--- src/rtl/decode_sequencer_if.sv ---
// Decode-stage bus: instruction handshake in, EX/MEM/WB control bundles and sequencing flags out.
interface decode_sequencer_if #(
    parameter int ALUOP_W = 4
);
    localparam int OPC_W = ALUOP_W + 2;

    logic               stall;
    logic               instr_valid;
    logic [OPC_W-1:0]   instr;
    logic [ALUOP_W+1:0] ex_signals;
    logic [3:0]         mem_signals;
    logic [2:0]         wb_signals;
    logic               flush;
    logic               busy;
    logic               swap_phase;
    logic               illegal;

    modport master (
        output stall, instr_valid, instr,
        input  ex_signals, mem_signals, wb_signals, flush, busy, swap_phase, illegal
    );

    modport slave (
        input  stall, instr_valid, instr,
        output ex_signals, mem_signals, wb_signals, flush, busy, swap_phase, illegal
    );
endinterface

--- src/rtl/decode_sequencer.sv ---
// Registered decode controller: opcode -> EX/MEM/WB bundles one cycle later,
// with immediate-word (LDM/imm ALU) and two-phase SWAP sequencing.
module decode_sequencer #(
    parameter int ALUOP_W = 4
) (
    input logic              clk,
    input logic              rst_n,
    decode_sequencer_if.slave dec
);
    localparam int OPC_W = ALUOP_W + 2;
    localparam logic [ALUOP_W-1:0] FUNC_ZERO = '0;
    localparam logic [ALUOP_W-1:0] FUNC_ONE  = ALUOP_W'(1);

    typedef enum logic [1:0] {
        S_DEC = 2'd0,
        S_IMM = 2'd1,
        S_SWP = 2'd2
    } state_t;

    state_t             r_state;
    logic [ALUOP_W+1:0] r_ex;
    logic [3:0]         r_mem;
    logic [2:0]         r_wb;
    logic               r_flush;
    logic               r_busy;
    logic               r_swap_phase;
    logic               r_illegal;

    state_t             w_next_state;
    logic [ALUOP_W+1:0] w_ex;
    logic [3:0]         w_mem;
    logic [2:0]         w_wb;
    logic               w_flush;
    logic               w_busy;
    logic               w_swap_phase;
    logic               w_illegal;
    logic [1:0]         w_class;
    logic [ALUOP_W-1:0] w_func;

    assign w_class = dec.instr[OPC_W-1:OPC_W-2];
    assign w_func  = dec.instr[ALUOP_W-1:0];

    always_comb begin
        w_next_state = r_state;
        w_ex         = '0;
        w_mem        = '0;
        w_wb         = '0;
        w_flush      = 1'b0;
        w_busy       = 1'b0;
        w_swap_phase = 1'b0;
        w_illegal    = 1'b0;
        case (r_state)
            S_DEC: begin
                if (dec.instr_valid) begin
                    case (w_class)
                        2'b00: begin
                            if (w_func != FUNC_ZERO) begin
                                w_ex = {1'b1, w_func, 1'b0};
                                w_wb = 3'b101;
                            end
                        end
                        2'b01: begin
                            w_next_state = S_IMM;
                            w_flush      = 1'b1;
                            if (w_func == FUNC_ZERO) begin
                                w_wb = 3'b110;
                            end else begin
                                w_ex = {1'b1, w_func, w_func[ALUOP_W-1]};
                                w_wb = 3'b101;
                            end
                        end
                        2'b10: begin
                            if (w_func == FUNC_ZERO) begin
                                w_mem = 4'b1000;
                                w_wb  = 3'b100;
                            end else if (w_func == FUNC_ONE) begin
                                w_mem = 4'b0110;
                            end else begin
                                w_illegal = 1'b1;
                            end
                        end
                        default: begin
                            if (w_func == FUNC_ZERO) begin
                                w_ex         = {1'b1, {ALUOP_W{1'b1}}, 1'b0};
                                w_wb         = 3'b101;
                                w_busy       = 1'b1;
                                w_next_state = S_SWP;
                            end else begin
                                w_illegal = 1'b1;
                            end
                        end
                    endcase
                end
            end
            S_IMM: begin
                // Flush stays up until the immediate word is actually consumed.
                if (dec.instr_valid) begin
                    w_next_state = S_DEC;
                end else begin
                    w_flush = 1'b1;
                end
            end
            S_SWP: begin
                w_ex         = r_ex;
                w_mem        = r_mem;
                w_wb         = r_wb;
                w_swap_phase = 1'b1;
                w_next_state = S_DEC;
            end
            default: w_next_state = S_DEC;
        endcase
    end

    always_ff @(posedge clk) begin
        if (!rst_n) begin
            r_state      <= S_DEC;
            r_ex         <= '0;
            r_mem        <= '0;
            r_wb         <= '0;
            r_flush      <= 1'b0;
            r_busy       <= 1'b0;
            r_swap_phase <= 1'b0;
            r_illegal    <= 1'b0;
        end else if (!dec.stall) begin
            r_state      <= w_next_state;
            r_ex         <= w_ex;
            r_mem        <= w_mem;
            r_wb         <= w_wb;
            r_flush      <= w_flush;
            r_busy       <= w_busy;
            r_swap_phase <= w_swap_phase;
            r_illegal    <= w_illegal;
        end
    end

    assign dec.ex_signals  = r_ex;
    assign dec.mem_signals = r_mem;
    assign dec.wb_signals  = r_wb;
    assign dec.flush       = r_flush;
    assign dec.busy        = r_busy;
    assign dec.swap_phase  = r_swap_phase;
    assign dec.illegal     = r_illegal;
endmodule

--- src/flat_wrapper.sv ---
// flat-port wrapper written by rule: the top's interface ports become plain ports
module decode_sequencer_flat 
#(
    parameter int ALUOP_W = 4
)
  (clk, rst_n, dec_stall, dec_instr_valid, dec_instr, dec_ex_signals, dec_mem_signals, dec_wb_signals, dec_flush, dec_busy, dec_swap_phase, dec_illegal);
  decode_sequencer_if #(.ALUOP_W(ALUOP_W)) dec_i ();
  input logic clk;
  input logic rst_n;
  input wire logic [$bits(dec_i.stall)-1:0] dec_stall;
  input wire logic [$bits(dec_i.instr_valid)-1:0] dec_instr_valid;
  input wire logic [$bits(dec_i.instr)-1:0] dec_instr;
  output wire logic [$bits(dec_i.ex_signals)-1:0] dec_ex_signals;
  output wire logic [$bits(dec_i.mem_signals)-1:0] dec_mem_signals;
  output wire logic [$bits(dec_i.wb_signals)-1:0] dec_wb_signals;
  output wire logic [$bits(dec_i.flush)-1:0] dec_flush;
  output wire logic [$bits(dec_i.busy)-1:0] dec_busy;
  output wire logic [$bits(dec_i.swap_phase)-1:0] dec_swap_phase;
  output wire logic [$bits(dec_i.illegal)-1:0] dec_illegal;
  assign dec_i.stall = dec_stall;
  assign dec_i.instr_valid = dec_instr_valid;
  assign dec_i.instr = dec_instr;
  assign dec_ex_signals = dec_i.ex_signals;
  assign dec_mem_signals = dec_i.mem_signals;
  assign dec_wb_signals = dec_i.wb_signals;
  assign dec_flush = dec_i.flush;
  assign dec_busy = dec_i.busy;
  assign dec_swap_phase = dec_i.swap_phase;
  assign dec_illegal = dec_i.illegal;
  decode_sequencer #(.ALUOP_W(ALUOP_W)) u_core (.clk(clk), .rst_n(rst_n), .dec(dec_i));
endmodule
--- config.mk ---
export PLATFORM = sky130hd
export DESIGN_NAME = decode_sequencer_flat
export DESIGN_NICKNAME = d
export VERILOG_FILES = /design/src/rtl/decode_sequencer_if.sv /design/src/rtl/decode_sequencer.sv /design/src/flat_wrapper.sv
export SDC_FILE = /design/constraint.sdc
export NUM_CORES = 1
export LEC_CHECK = 0
export ABC_AREA = 1
export BUFFER_PORTS_ARGS = -buffer_cell sky130_fd_sc_hd__buf_2
export CAP_MARGIN = 20
export CORE_MARGIN = 4
export CORE_UTILIZATION = 35
export CTS_CLUSTER_DIAMETER = 40
export DETAILED_ROUTE_END_ITERATION = 16
export HOLD_SLACK_MARGIN = 0.03
export SLEW_MARGIN = 30
export SYNTH_ARGS = -nofsm -noshare
export SYNTH_HDL_FRONTEND = slang
export SYNTH_SLANG_ARGS = --single-unit
--- constraint.sdc ---
create_clock -name clk -period 1.4 [get_ports clk]
set_input_delay 0.14 -clock clk [delete_from_list [all_inputs] [get_ports clk]]
set_output_delay 0.14 -clock clk [all_outputs]
set_load 0.05 [all_outputs]
==> reports/metrics.csv, run 1 <==
stage,metric,value,unit
timing,setup_viol,0,
global_routing,grt_usage,13.7,%
clock_tree,cts_tree,yes,
logic_synthesis,synth-xor-area-share,0,%
clock_tree,clock_latency,290,ps
route,via_count,855,
logic_synthesis,ys_seq_elements,16,
clock_tree,postCtsHoldBufs,0,
global_routing,grt-ovfl-total,0,
logic_synthesis,synth.avg_cell_area,6.62,um2
power_and_ir_drop,power,1.04,mW
clock_tree,clock-root-buffer,clkbuf_4,
route,routed_wirelength,2.00,mm
clock_tree,cts_buffers,3,
clock_tree,clock-sinks,16,
global_routing,grt_antenna_before_repair,0,
route,routedWlPerCell,11.2,um
logic_synthesis,ys_warn_count,0,
logic_synthesis,synth_nets,135,
layout,drive_gt1_share,29.1,%
worst_setup_path,rrSetupSlack,140,ps
logic_synthesis,synth_area,827,um2
logic_synthesis,syn_inst,125,
layout,fin_nets,162,
die,num_io_pins,27,
logic_synthesis,synth_top_family_by_area,simple AND/OR/NAND/NOR gates,
logic_synthesis,synth_edf_count,0,
worst_setup_path,crit_fanout,9,
worst_setup_path,cp-startpoint,u_core.r_state[1],
worst_setup_path,crit_type,flop to flop,
global_routing,grt_first_pass_wirelength,3.44,mm
global_routing,grt_max_degree,11,
route,antenna_left,0,
hold_path,worstHoldPathCells,3,
timing,slew_viol_final,0,
timing,rsz0062_at_grt,false,
outcome,status,finished clean,
timing,fin_tns_setup,0,ps
placed_design,hpwl,1.56,mm
logic_synthesis,async_reset_ff_share,0,%
hold_path,hold_path_class,primary input to flop,
logic_synthesis,ys_types,20,
power_and_ir_drop,power.ir.vdd_worst,0.672,mV
logic_synthesis,synth_mux_area_share,0,%
worst_setup_path,rr_endpoint,u_core.dec.ex_signals[1],
worst_setup_path,arrival,1490,ps
die,num_rows,17,
timing,timing.final.crit_period,1260,ps
placed_design,portBuffers,25,
timing,timing.fmax,795,MHz
die,start_util,37.0,%
hold_path,whs_endpoint,u_core.r_state[0],
logic_synthesis,dominantRegCellSynth,dfxtp_1,
placed_design,gp_congestion,0.887,
layout,final_cell_mix,"nor2_1, nand2_1, buf_2",
logic_synthesis,synth-compound-area-share,11.3,%
power_and_ir_drop,powerDensity,1040,nW/um2
hold_path,min_from,rst_n,
worst_setup_path,worst_setup_path_end_kind,flop,
clock_tree,clockBufferDepth,2,
worst_setup_path,required,1630,ps
worst_setup_path,startpoint_type,flop,
layout,diodes,0,
timing,fin_crit_sh,89.8,%
worst_setup_path,rr_worst_depth,7,
route,vias_per_cell,4.78,
power_and_ir_drop,p_leak,0.528,nW
die,die_w,56.6,um
global_routing,grt_pass1_vias,790,
logic_synthesis,yosys.area_share.simple,38.9,%
clock_tree,clk_pin_slew_worst_paths,100,ps
die,core-area,2230,um2
route,drc_errors,0,
job,drv_cap,0,
route,detail_route.iter0.violations,20,
route,drtPass1Iterations,4,
clock_tree,htreeDepth,1,
logic_synthesis,synth_top_area_cell,dfxtp_1,
timing,skew,3.04,ps
logic_synthesis,yosysSeqAreaShare,38.7,%
layout,final_common_cell,nor2_1,
layout,n_fill_cell,246,
logic_synthesis,synth_top_area_share,38.7,%
die,die_area,3200,um2
logic_synthesis,synth_area_leaders,"dfxtp_1, nor2_1, nand2_1",
die,die_y,56.6,um
logic_synthesis,synthAdderAreaFrac,0,%
timing,hold_viol,0,
worst_setup_path,timing.rr.start,u_core.r_state[1],
layout,syn_to_final_growth,21.5,%
## flip-flops by register name (all words and copies together) (netlist names)
| signal | count |
|---|---|
| u_core.dec.ex_signals | 5 |
| u_core.dec.wb_signals | 3 |
| u_core.dec.mem_signals | 2 |
| u_core.r_state | 2 |
| u_core.dec.busy | 1 |
| u_core.dec.flush | 1 |
| u_core.dec.illegal | 1 |
| u_core.dec.swap_phase | 1 |
## synth_stat cells (2+ instances only)
cell type,count
o21ai_0,8
inv_2,4
nand2_1,25
nand2_2,3
a21oi_1,4
nand3_1,8
dfxtp_1,16
o21ai_2,3
buf_4,3
inv_1,8
nor2_1,33
nor3_1,2
## cell type report
| type | count | area [um2] | share of cell area, % |
|---|---|---|---|
| inverters | 14 | 53.8 | 5.35 |
| well taps | 28 | 35.0 | 3.49 |
| clock buffers | 4 | 36.3 | 3.61 |
| multi-input cells | 91 | 427 | 42.5 |
| flip-flops and latches | 16 | 320 | 31.9 |
| repair buffers | 26 | 133 | 13.2 |
## metal layers
layer | GRT usage [%] | share of wire (%) | vias up
met1 | 17.8 | 47 | 386
li1 | - | - | 442
met3 | 4.14 | 5.0 | 2
met2 | 22.1 | 47 | 25
met5 | 0 | 0 | -
met4 | 3.05 | 0.70 | 0
## report_power, final
part / internal, mW / switching (mW) / total (mW) / leakage [nW]
sequential: 0.474 / 0.0140 / 0.488 / 0.130
clock: 0.158 / 0.154 / 0.312 / 0.0210
combinational: 0.0660 / 0.178 / 0.245 / 0.377
total: 0.699 / 0.346 / 1.04 / 0.528
## metrics by stage
step           worst slack, ps  cells  hold WS, ps  area [um2]  util [%]
3_5_place_dp              73.5    175          431         961      43.0
5_1_grt                   1.85    179          124        1000      45.0
4_1_cts                   49.9    179          122         997      44.6
2_1_floorplan              329    125          238         827         -
3_3_place_gp               139    175          434         961      43.0
6_report                   142    179          135        1000      45.0
## worst max-delay path, cell delays in order, from the launching register on
cell and delay [ps]:
dfxtp_1 420, inv_2 70, o21ai_4 270, buf_4 200, nand2_1 50, o21ai_0 70, nor2_1 60, nor2_1 70
## what timing repair did
action,CTS,global route
buffers inserted,0,0
setup endpoints to repair,0,4
resized for setup,0,1
## worst max path at each step
stage                     cells after the start                         to
after global placement                        7   u_core.dec.ex_signals[2]
after detailed placement                      7   u_core.dec.ex_signals[1]
after global routing                          7   u_core.dec.ex_signals[2]
final                                         7   u_core.dec.ex_signals[1]
after floorplan                               6  u_core.dec.mem_signals[2]
after CTS                                     7   u_core.dec.ex_signals[1]
## cell families after synthesis
family,Yosys count
compound gates,16
buf+inv,18
flops,16
other cells,1
simple gates,74
No activity file was read; power rests on OpenSTA's default activity.
==> run 2: changes to the inputs <==
Clock period 1.4 ns to 1.1 ns, I/O delays scaled along.
==> reports/metrics.csv, run 2 (synthesis gave the netlist of run 1 again) <==
stage,metric,value,unit
route,routed_wirelength,1.94,mm
global_routing,grt_pass1_vias,835,
timing,hold_viol,0,
layout,syn_to_final_growth,28.0,%
timing,timing.fmax,901,MHz
worst_setup_path,crit_family,simple AND/OR/NAND/NOR gates,
power_and_ir_drop,power.ir.vdd_worst,0.777,mV
die,num_rows,17,
clock_tree,cts_buffers,3,
placed_design,portBuffers,25,
worst_setup_path,timing.rr.start,u_core.r_state[0],
worst_setup_path,startpoint_type,flop,
layout,fin_area,1060,um2
worst_setup_path,crit_type,flop to flop,
timing,skew,2.63,ps
worst_setup_path,cp-startpoint,u_core.r_state[0],
clock_tree,clockBufferDepth,2,
global_routing,grt_first_pass_wirelength,3.59,mm
timing,fin_crit_sh,101,%
power_and_ir_drop,power,1.35,mW
clock_tree,clock_latency,290,ps
route,dr.max_layer_used,met4,
worst_setup_path,rr_endpoint,u_core.dec.ex_signals[3],
route,wl_met1,888,um
clock_tree,postCtsHoldBufs,0,
die,core-area,2230,um2
die,die_area,3200,um2
worst_setup_path,rr_worst_depth,6,
layout,drive_gt1_share,34.2,%
route,met2_length,958,um
layout,diodes,0,
global_routing,grt_usage,14.1,%
worst_setup_path,crit_top_cell,nor2_1,
job,drv_cap,0,
route,antenna_left,0,
worst_setup_path,crit_slowest_cell,dfxtp_4,
hold_path,hold_path_class,primary input to flop,
timing,setup_viol,1,
power_and_ir_drop,powerDensity,1280,nW/um2
worst_setup_path,crit_fanout,6,
die,start_util,37.0,%
placed_design,hpwl,1.53,mm
route,routedWlPerCell,10.6,um
placed_design,dpl-instance-area,981,um2
worst_setup_path,required,1330,ps
layout,n_fill_cell,240,
layout,largest_register_ffs,5,
die,num_io_pins,27,
global_routing,grt-ovfl-total,0,
worst_setup_path,worst_setup_path_end_kind,flop,
worst_setup_path,max_stage_delay,370,ps
power_and_ir_drop,p_leak,0.548,nW
outcome,violations,negative setup slack,
timing,rsz0062_at_grt,true,
route,drtPass1Iterations,4,
outcome,status,"finished, violations left",
route,detail_route.iter0.violations,17,
timing,slew_viol_final,0,
layout,register_area,325,um2
layout,fin_nets,166,
timing,timing.final.crit_period,1110,ps
die,die_y,56.6,um
clock_tree,clock-sinks,16,
worst_setup_path,cp.depth,6,
placed_design,dp_slack,-41.6,ps
worst_setup_path,worst-path-buf-inv,1,
worst_setup_path,crit_path_end,u_core.dec.ex_signals[3],
clock_tree,htreeDepth,1,
global_routing,grt_max_degree,12,
die,die_w,56.6,um
clock_tree,clk_pin_slew_worst_paths,100,ps
worst_setup_path,cp_cell_sequence,nor2_4 > nand3_4 > buf_4 > o21ai_2 > nor2_1 > nor2_1,
clock_tree,clock-root-buffer,clkbuf_4,
worst_setup_path,rrSetupSlack,-10,ps
route,via_count,852,
layout,final_common_cell,nor2_1,
layout,multi_input_area,427,um2
clock_tree,cts_tree,yes,
timing,setup_ws,-9.66,ps
placed_design,gp_congestion,0.870,
route,drc_errors,0,
route,dr_wl_met3,65,um
worst_setup_path,arrival,1340,ps
timing,hold_ws,103,ps
route,vias_per_cell,4.66,
global_routing,grt_antenna_before_repair,0,
layout,final_cell_mix,"nor2_1, nand2_1, buf_2",
==> run 2: changes by cell type in the layout (fill, tap and decap cells not counted), sizes merged <==
| cell | change |
|---|---|
| buf | +4 |
==> run 2: worst min-delay path by stage <==
| stage | start | to | depth (start not counted) |
|---|---|---|---|
| floorplan | rst_n | u_core.dec.wb_signals[0] | 2 |
| global placement | dec_stall | u_core.dec.flush | 3 |
| detailed placement | dec_stall | u_core.dec.flush | 3 |
| CTS | rst_n | u_core.r_state[0] | 3 |
| global route | rst_n | u_core.r_state[0] | 3 |
| finish | dec_stall | u_core.dec.flush | 3 |
==> run 2: power breakdown <==
| part | switching [mW] | internal (mW) | total, mW |
|---|---|---|---|
| clock | 0.192 | 0.202 | 0.393 |
| combinational | 0.233 | 0.106 | 0.338 |
| sequential | 0.0166 | 0.604 | 0.620 |
| total | 0.441 | 0.911 | 1.35 |
==> run 2: final cells by class <==
class	instances	area share, %
multi-input combinational	91	40.3
sequential	16	30.7
inverter	14	5.67
timing repair buffer	30	16.5
clock buffer	4	3.43
tap	28	3.31
==> run 2: per-stage QoR <==
| step | utilization, % | setup TNS (ps) | cells |
|---|---|---|---|
| floorplan | - | 0 | 125 |
| global placement | 43.9 | -61.3 | 176 |
| detailed placement | 43.9 | -182 | 176 |
| CTS | 46.5 | -4.81 | 182 |
| global route | 47.4 | -1100 | 183 |
| finish | 47.4 | -9.66 | 183 |
==> run 2: per-layer routing <==
metal | track usage (%) | vias up
met5 | 0 | -
met4 | 7.12 | 0
met3 | 2.53 | 4
met2 | 22.8 | 15
met1 | 17.6 | 382
li1 | - | 451
==> run 2: tightest hold or removal path, stage by stage <==
cell and delay (ps):
buf_2 120, o21ai_0 90, inv_1 40
==> run 2: repair_timing <==
item                                    4_1_cts  5_1_grt
resized for setup                             4        6
buffers inserted                              2        1
endpoints found under the setup margin       10       14
pin swaps                                     1        3
==> run 3: changes to the inputs <==
Settings changed: CORE_UTILIZATION 35 to 43, PLACE_DENSITY from default to 0.72.
==> reports/metrics.csv, run 3 (synthesis gave the netlist of run 1 again) <==
stage,metric,value,unit
worst_setup_path,crit_type,flop to flop,
timing,hold_viol,0,
clock_tree,clock_latency,290,ps
power_and_ir_drop,p_int,0.903,mW
global_routing,met2_usage,25.5,%
route,antenna_left,0,
global_routing,grt_pass1_vias,770,
worst_setup_path,startpoint_type,flop,
timing,rsz0062_at_grt,true,
power_and_ir_drop,power,1.34,mW
worst_setup_path,worst_setup_path_end_kind,flop,
worst_setup_path,required,1330,ps
layout,drive_gt1_share,33.5,%
global_routing,grt_antenna_before_repair,0,
clock_tree,clock-root-buffer,clkbuf_4,
power_and_ir_drop,switching_share,32.5,%
route,routedWlPerCell,10.8,um
global_routing,busiest_layer,met2,
route,detail_route.iter0.violations,9,
outcome,status,finished clean,
layout,diodes,0,
die,core-area,1780,um2
placed_design,hpwl,1.52,mm
die,die_w,51.9,um
layout,final_common_cell,nor2_1,
worst_setup_path,crit_slowest_cell,dfxtp_2,
route,drc_errors,0,
timing,timing.final.crit_period,1090,ps
placed_design,place_inst,174,
layout,multi_input_area,427,um2
timing,fin_crit_sh,99.4,%
layout,fin_cells,180,
worst_setup_path,arrival,1320,ps
global_routing,use_met3,4.30,%
timing,skew,2.85,ps
worst_setup_path,cp_cell_sequence,nor2_4 > nand3_4 > buf_4 > o21ai_2 > nor2_1 > nor2_1,
worst_setup_path,crit_top_cell,nor2_1,
route,vias_per_cell,4.80,
layout,syn_to_final_growth,25.7,%
route,drtPass1Iterations,4,
power_and_ir_drop,clkPwrFrac,28.9,%
global_routing,grt.met1_usage,18.7,%
layout,fin_nets,166,
placed_design,dp_slack,-28.8,ps
die,num_rows,15,
layout,largest_register_ffs,5,
timing,slew_viol_final,0,
power_and_ir_drop,p_switching,0.434,mW
clock_tree,clock-sinks,16,
power_and_ir_drop,pwr-share-seq,46.4,%
timing,setup_viol,0,
clock_tree,cts_buffers,3,
worst_setup_path,crit_fanout,6,
clock_tree,cts_tree,yes,
worst_setup_path,max_stage_delay,360,ps
global_routing,grt_max_degree,11,
timing,fin_tns_setup,0,ps
power_and_ir_drop,power.ir.vdd_worst,0.771,mV
clock_tree,clk_pin_slew_worst_paths,90,ps
layout,final_cell_mix,"nor2_1, nand2_1, buf_2",
global_routing,grt_first_pass_wirelength,3.11,mm
layout,register_area,325,um2
timing,timing.fmax,914,MHz
power_and_ir_drop,p_leak,0.548,nW
layout,n_fill_cell,186,
power_and_ir_drop,p_comb_share,24.7,%
timing,hold_ws,109,ps
global_routing,grt-ovfl-total,0,
hold_path,hold_path_class,primary input to flop,
job,drv_cap,0,
die,die_area,2690,um2
die,die_y,51.9,um
die,num_io_pins,27,
route,routed_wirelength,1.95,mm
clock_tree,htreeDepth,1,
clock_tree,clockBufferDepth,2,
timing,setup_ws,6.12,ps
placed_design,portBuffers,25,
placed_design,gp_congestion,0.759,
power_and_ir_drop,powerDensity,1290,nW/um2
die,start_util,46.4,%
route,via_count,864,
global_routing,grt_usage,15.6,%
==> run 3: cell counts in the layout (fill, tap and decap cells not counted) <==
No cell type changed its count.
==> run 3: area by class of cell <==
| cell class | count | share of cell area (%) |
|---|---|---|
| clock buffers | 4 | 3.49 |
| well taps | 25 | 3.01 |
| repair buffers | 30 | 16.0 |
| flip-flops and latches | 16 | 31.3 |
| multi-input cells | 91 | 41.0 |
| inverters | 14 | 5.17 |
==> run 3: path summary, 6_finish.rpt <==
check                    start                  endpoint  slack, ps  cells after the start
max          u_core.r_state[0]  u_core.dec.ex_signals[4]          6                      6
min                  dec_stall           u_core.dec.busy        110                      3
max reg2reg  u_core.r_state[0]  u_core.dec.ex_signals[4]          6                      6
min reg2reg    u_core.dec.busy           u_core.dec.busy        470                      2
==> run 3: repair_timing <==
action / CTS / global route
buffers inserted: 0 / 2
hold buffers: 0 / 0
endpoints found under the setup margin: 10 / 14
pin swaps: 1 / 2
resized for setup: 2 / 5
==> run 3: metal layers <==
| layer | up-vias | routed length [um] |
|---|---|---|
| met5 | - | 0 |
| met1 | 381 | 840 |
| met2 | 27 | 936 |
| li1 | 450 | - |
| met4 | 0 | 46 |
| met3 | 6 | 124 |
==> run 3: critical path: cells and delay by family, from the launching register on <==
family	cells	cell delay, ps
AO/OA/AOI/OAI	1	100
buffers and inverters	1	150
flip-flops	1	360
AND/OR/NAND/NOR	4	420
==> run 3: per-stage QoR <==
step / area, um2 / utilization (%)
CTS: 1010 / 56.7
detailed placement: 972 / 54.5
global placement: 972 / 54.5
finish: 1040 / 58.3
floorplan: 827 / -
global route: 1040 / 58.3
==> run 3: power by group through the flow <==
stage | logic, mW | clock network, mW | registers, mW
6_report | 0.330 | 0.387 | 0.620
5_1_grt | 0.360 | 0.422 | 0.623
4_1_cts | 0.318 | 0.395 | 0.622
3_5_place_dp | 0.315 | 0 | 0.634
3_3_place_gp | 0.310 | 0 | 0.633
2_1_floorplan | 0.166 | 0 | 0.704
